[config.mk]
export PLATFORM = sky130hd
export DESIGN_NAME = fifo_uart_tx
export DESIGN_NICKNAME = d
export VERILOG_FILES = /design/src/rtl/fifo_uart_tx.sv
export SDC_FILE = /design/constraint.sdc
export NUM_CORES = 1
export LEC_CHECK = 0
export ABC_AREA = 1
export BUFFER_PORTS_ARGS = -buffer_cell sky130_fd_sc_hd__clkbuf_2
export CORE_MARGIN = 1
export CORE_UTILIZATION = 56
export CTS_CLUSTER_DIAMETER = 60
export DETAILED_ROUTE_END_ITERATION = 8
export GPL_TIMING_DRIVEN = 0
export PLACE_DENSITY = 0.79
export SLEW_MARGIN = 20
export SYNTH_ARGS = -nofsm -noshare
export SYNTH_HDL_FRONTEND = slang
export SYNTH_SLANG_ARGS = --single-unit
[constraint.sdc]
create_clock -name clk -period 2.7 [get_ports clk]
set_clock_uncertainty 0.1 [all_clocks]
set_input_delay 0.54 -clock clk [delete_from_list [all_inputs] [get_ports clk]]
set_output_delay 0.54 -clock clk [all_outputs]
set_load 0.01 [all_outputs]
[src/rtl/fifo_uart_tx.sv]
// fifo_uart_tx: read-side consumer of a 16x8 synchronous FIFO that serialises
// each popped byte onto tx as an LSB-first asynchronous frame (start, 8 data,
// stop). Define FIFO_UART_TX_PARITY_EN to insert an even-parity bit between
// data bit 7 and the stop bit (11-bit frames instead of 10).
// A producer write in the same cycle as our read wins, so the read is only
// counted as accepted when no write is landing; a rejected read just retries.
module fifo_uart_tx #(
  parameter int CLKS_PER_BIT = 16
) (
  input  logic        clk,
  input  logic        rst,
  input  logic        tx_en,
  input  logic        fifo_empty,
  input  logic        fifo_full,
  input  logic        fifo_wr,
  input  logic [7:0]  fifo_dout,
  output logic        fifo_rd,
  output logic        tx,
  output logic        busy,
  output logic [15:0] frames_sent
);

  localparam int TW = $clog2(CLKS_PER_BIT);
  localparam logic [TW-1:0] T_MAX = TW'(CLKS_PER_BIT - 1);

  typedef enum logic [2:0] {
    IDLE,
    REQ,
    LOAD,
    START,
    DATA,
`ifdef FIFO_UART_TX_PARITY_EN
    PARITY,
`endif
    STOP
  } state_t;

  state_t        state_q, state_d;
  logic [TW-1:0] timer_q, timer_d;
  logic [2:0]    idx_q, idx_d;
  logic [7:0]    shift_q, shift_d;
  logic          tx_q, tx_d;
  logic          rd_q, rd_d;
  logic [15:0]   frames_q;
  logic          frame_done;
`ifdef FIFO_UART_TX_PARITY_EN
  logic          par_q, par_d;
`endif

  // State and datapath registers; reset parks the line idle-high and drops
  // any byte already captured.
  always_ff @(posedge clk) begin
    if (rst) begin
      state_q <= IDLE;
      timer_q <= '0;
      idx_q   <= '0;
      shift_q <= '0;
      tx_q    <= 1'b1;
      rd_q    <= 1'b0;
`ifdef FIFO_UART_TX_PARITY_EN
      par_q   <= 1'b0;
`endif
    end else begin
      state_q <= state_d;
      timer_q <= timer_d;
      idx_q   <= idx_d;
      shift_q <= shift_d;
      tx_q    <= tx_d;
      rd_q    <= rd_d;
`ifdef FIFO_UART_TX_PARITY_EN
      par_q   <= par_d;
`endif
    end
  end

  // Completed-frame counter; only written when a stop bit finishes, wraps naturally.
  always_ff @(posedge clk) begin
    if (rst) begin
      frames_q <= '0;
    end else if (frame_done) begin
      frames_q <= frames_q + 16'd1;
    end
  end

  // Next-state logic: tx and fifo_rd are computed one cycle ahead so both leave registers.
  always_comb begin
    state_d    = state_q;
    timer_d    = timer_q;
    idx_d      = idx_q;
    shift_d    = shift_q;
    tx_d       = tx_q;
    rd_d       = 1'b0;
    frame_done = 1'b0;
`ifdef FIFO_UART_TX_PARITY_EN
    par_d      = par_q;
`endif
    case (state_q)
      IDLE: begin
        tx_d = 1'b1;
        // tx_en is only looked at here, so dropping it mid-frame is harmless.
        if (tx_en && !fifo_empty) begin
          state_d = REQ;
          rd_d    = 1'b1;
        end
      end
      REQ: begin
        // A write landing this cycle blocks the read; go back and ask again.
        if (!fifo_empty && !(fifo_wr && !fifo_full)) begin
          state_d = LOAD;
        end else begin
          state_d = IDLE;
        end
      end
      LOAD: begin
        shift_d = fifo_dout;
`ifdef FIFO_UART_TX_PARITY_EN
        par_d   = ^fifo_dout;
`endif
        tx_d    = 1'b0;
        timer_d = T_MAX;
        state_d = START;
      end
      START: begin
        if (timer_q == '0) begin
          tx_d    = shift_q[0];
          shift_d = {1'b0, shift_q[7:1]};
          idx_d   = 3'd0;
          timer_d = T_MAX;
          state_d = DATA;
        end else begin
          timer_d = timer_q - TW'(1);
        end
      end
      DATA: begin
        if (timer_q == '0) begin
          timer_d = T_MAX;
          if (idx_q == 3'd7) begin
`ifdef FIFO_UART_TX_PARITY_EN
            tx_d    = par_q;
            state_d = PARITY;
`else
            tx_d    = 1'b1;
            state_d = STOP;
`endif
          end else begin
            tx_d    = shift_q[0];
            shift_d = {1'b0, shift_q[7:1]};
            idx_d   = idx_q + 3'd1;
          end
        end else begin
          timer_d = timer_q - TW'(1);
        end
      end
`ifdef FIFO_UART_TX_PARITY_EN
      PARITY: begin
        if (timer_q == '0) begin
          tx_d    = 1'b1;
          timer_d = T_MAX;
          state_d = STOP;
        end else begin
          timer_d = timer_q - TW'(1);
        end
      end
`endif
      STOP: begin
        if (timer_q == '0) begin
          frame_done = 1'b1;
          state_d    = IDLE;
        end else begin
          timer_d = timer_q - TW'(1);
        end
      end
      default: begin
        state_d = IDLE;
      end
    endcase
  end

  assign tx          = tx_q;
  assign fifo_rd     = rd_q;
  assign busy        = (state_q != IDLE);
  assign frames_sent = frames_q;

endmodule

Yosys cells after proc, flatten, opt, wreduce, memory -nomap -nowiden. Cells that the tools add are included. Widths: inputs -> output; s select.

Flip-flop bits (word level): 36. Logic and storage cells: 68.

Add/sub/neg operators: 3. Eq/ne operators: 13. Muxes and demuxes: 24. Bitwise logic cells: 1. Reduce and logical (&&, ||, !) cells: 20.

Operators with widths (number): $mux 8 (3); $pmux 8 s3 (1); $mux 3 (7); $pmux 3 s6 (1); $add 16x1->16 const B (1); $ne 2x2->1 const B (7); $pmux 4 s3 (1); $eq 3x3->1 const B (3); $reduce_bool 3->1 (3); $mux 4 (2); $reduce_and 4->1 (2); $eq 3x2->1 const B (2); $mux 1 (6); $pmux 3 s2 (1); $reduce_and 5->1 (1); $logic_not 4->1 (1); $pmux 1 s4 (1); $reduce_bool 4->1 (1); $reduce_or 2->1 (2); $sub 4x1->4 const B (1); $add 3x1->3 const B (1); $eq 3x1->1 const B (1); $logic_and 1x1->1 (3); $logic_not 1->1 (3); other kinds (6) (6).

Longest topological paths before layout.
Depth in word-level cells: 6. Depth in mapped cells: 11. Depth with buffers taken out: 11.

Worst setup path before layout. Ideal clock, no wire load.

Path kind: reg2reg. Start: register timer_q[0]. End: register state_q[0]. Library setup time: 0.128 ns. Data arrival time: 1.264 ns. Required time: 2.472 ns. Setup slack: 1.208 ns. Cell stages (with the launch flop): 10. Path buffers: 0. Clock period less this slack: 1.492 ns. Cell sequence: dfxtp_1 inv_1 ha_1 nand3_1 inv_1 nor2_1 nor2_1 nand4_1 nand2_1 nor2_1.

Longest elaborated chain between the ends: 3. Elaborated cells between the ends (all ways): 5. Those cells by class: eq/ne (3); reduce/logical (2).

RTL lines: start, declared (line 39) `logic [TW-1:0] timer_q, timer_d;`; start signal, assigned (line 65) `timer_q <= timer_d;`; $logic_not 4->1 (*) (line 124, 135, 166); $ne 2x2->1 (no line); $reduce_and 5->1 (no line) (*); end signal, assigned (line 64) `state_q <= state_d;`; end, declared (line 38) `state_t state_q, state_d;`.

Mark *: on every way between the ends. The rest lies on a longest branch, timed or not. A chain may end at the register's enable or synchronous reset.

Final worst setup path.
Start: register state_q[0]. End: output port busy.

Longest elaborated chain between the ends: 1.

RTL lines: $reduce_bool 3->1 (line 181) `assign busy = (state_q != IDLE);`; end, declared (line 19) `output logic busy,`.

No other way between the ends.

==> results.md <==
- Crit Path Category: reg -> out
- GR Overflow Total: 0
- Yosys top cell area share: between 30% and 40%
- Synth Flop Type: dfxtp_1
- Synth Area in Compound Gates: 13.5%
- 1st-iter DRT viols: 116
- Post-CTS Setup Bufs: 0
- Starting Density: around three fifths
- Final setup fails: 0
- TNS Setup: 0 ns
- Dominant cell type by area after synthesis: dfxtp_1
- DRC: 0
- Site Rows: 21
- Core ar.: 0.00336 sq mm
- Detail Placement HPWL: 3020 um
- Synth Area in Simple Gates: around 37%
- Syn-to-layout area delta: 14.9%
- Hold slack: roughly 0.31 ns
- Asr flop ratio synth: 0%
- TritonCTS clock tree: built
- Vias in the first global route: 1580
- Mapped Nets: 334
- Placer Congestion: roughly 0.88
- Slew @ Worst Pin: about 0.5 ns
- Final Cell Area: about 0.0023 sq mm
- Clock group share of total power: between 30% and 40%
- Diode count: 0
- DR WL/cell: just over 10 um
- Rel. slew slack: 67.5%
- Fill count: between 300 and 400
- WP data required: approximately 2.1 ns
- Die Area: approximately 0.0038 sq mm
- Port Buffers: 31
- Combinational Power Share: between 15 and 20%
- Routed wire length: between 4000 and 5000 um
- Vias per std cell: ~5
- Switching share of total power: roughly 29%
- Arr. time, crit path: around 1.3 ns
- Fmax: 523 MHz
- Post-CTS resize count: 0
- Seq/Total Area, Yosys: around 37%
- Commonest cells post-synth: 94 x nand2_1, 50 x nor2_1, 41 x inv_1, 36 x dfxtp_1, 23 x o21ai_0
- Hold Vio Cnt, Final: 0
- Register share of total power: between 40% and 50%
- Gr usage total: between 20% and 30%
- Internal power component: ~0.83 mW
- CP max FO: 5
- Register bit total from synthesis: 36
- Mux cell area share after synthesis: 0%
- Post-Synth Adder-Cell Area: about 2.5%
- Initial DRT Pass Iterations: 4
- CP Capture Type: output pin
- Share of layout cells above drive strength 1: 14.9%
- Outcome: finished, final reports clean
- Clock sinks: 36
- Hold_buf cts: 0
- Cell variety after synth: 26
- Main combinational cell family by area after synthesis: simple AND/OR/NAND/NOR gates
- Antenna-violating nets left: 0
- Post-synth EDFFs: 0
- First-pass GRT wire length: around 6700 um
- Nets: 372
- DP Area: around 0.0022 sq mm
- Startpoint types: register
- Static Leak: approximately 1.1 nW
- Initial antenna violation count: 0
- Warnings, synthesis: 0
- Pre-CTS setup slack: 1.00 ns
- Clk pin slew, worst setup/hold paths: between 0.1 and 0.15 ns
- Boundary Pins: 33
- Total CTS buffers: 5
- Fin crit share: 70.8%
- Die width: about 60 um
- Switching power: 0.347 mW
- Longest Clk Path Bufs: 2
- Type of the most critical hold path: in -> reg
- Period minus WS final: around 1.9 ns
- Peak supply drop: 0.429 mV
- Die height: just over 60 um
- Setup ws final: slightly below 0.8 ns
- Syn_area_per_cell: ~6.2 sq um
- RSZ-0062 raised after global routing: no
- CTS Root Cell: clkbuf_4
- Max-Cap Viols: 0
- Ranking of synthesized cells by area: dfxtp_1 37%, nand2_1 18%, nor2_1 9.5%, inv_1 7.8%, o21ai_0 5.8%
- Post-Synthesis Cells: 316
- Count leader, synth: nand2_1
- Vias: 1995
- H-Tree Depth: 2
- Clock Latency Late Sink: roughly 0.36 ns
- Largest net degree at the start of global routing: 13
- XOR/XNOR share of the synthesized area: 0%
- Final Max Slew Viols: 0
- Cell area after synthesis: between 0.0015 and 0.002 sq mm
- Power Density: ~520 mW/mm^2
## state kept, by name (all words and copies together) (netlist names)
register,flops
timer_q,4
tx,1
state_q,3
idx_q,3
frames_sent,16
shift_q,8
fifo_rd,1
## cell usage in the layout (no fill, tap or decap), drive strengths merged, types with 4 or more instances in the layout
master   n
dfxtp   36
nand2   95
o21ai   25
clkbuf  39
nand4    4
nand3   13
inv     44
nor2    53
a21oi   18
buf      5
a31oi    5
ha       4
nor3     6
## cell families after synthesis
family                   count (synthesis)
adder cells (fa/ha/maj)                  4
flip-flops                              36
AND/OR/NAND/NOR                        174
AO/OA/AOI/OAI                           50
buffers and inverters                   52
## power groups by stage
stage | registers, mW | clock network, mW | logic (mW)
after CTS | 0.586 | 0.391 | 0.207
final | 0.586 | 0.386 | 0.206
after global placement | 0.596 | 0 | 0.199
after detailed placement | 0.597 | 0 | 0.203
after global routing | 0.590 | 0.413 | 0.239
after floorplan | 0.594 | 0 | 0.155
## path summary, 6_finish.rpt
kind | start | endpoint | slack, ns | cells past startpoint
min reg2reg | shift_q[5] | shift_q[5] | 0.39 | 2
max | state_q[0] | busy | 0.79 | 5
min | tx_en | fifo_rd | 0.31 | 3
max reg2reg | timer_q[0] | state_q[0] | 0.93 | 10
## per-layer routing
layer  global-route usage [%]  vias to the layer above  share of wire, %
met3                     6.30                        5               3.9
met1                     28.9                      876                47
met4                     8.77                        0               1.4
li1                         -                     1071                 -
met5                        0                        -                 0
met2                     41.1                       43                48
## through the flow
step,total power [mW],util [%],cells
global placement,0.795,64.8,393
finish,1.18,67.2,401
detailed placement,0.800,64.8,393
CTS,1.18,67.2,401
floorplan,0.749,-,316
global route,1.24,67.2,401
## final cells by class
class                           instances  area [sq um]  share of cell area, %
Inverter                               44           165                   7.30
Timing Repair Buffer                   31           155                   6.86
Clock inverter                          3          42.5                   1.88
Clock buffer                            5          37.5                   1.66
Buffer                                  8          43.8                   1.94
Multi-Input combinational cell        228          1040                   45.9
Tap cell                               46          57.6                   2.55
Sequential cell                        36           721                   31.9
## critical path: stages, from the launching register on
cell and delay (ns):
dfxtp_1 0.38, inv_1 0.16, nand2_1 0.07, nor2_1 0.12, inv_1 0.07, clkbuf_2 0.12
No activity file was read; power rests on OpenSTA's default activity.
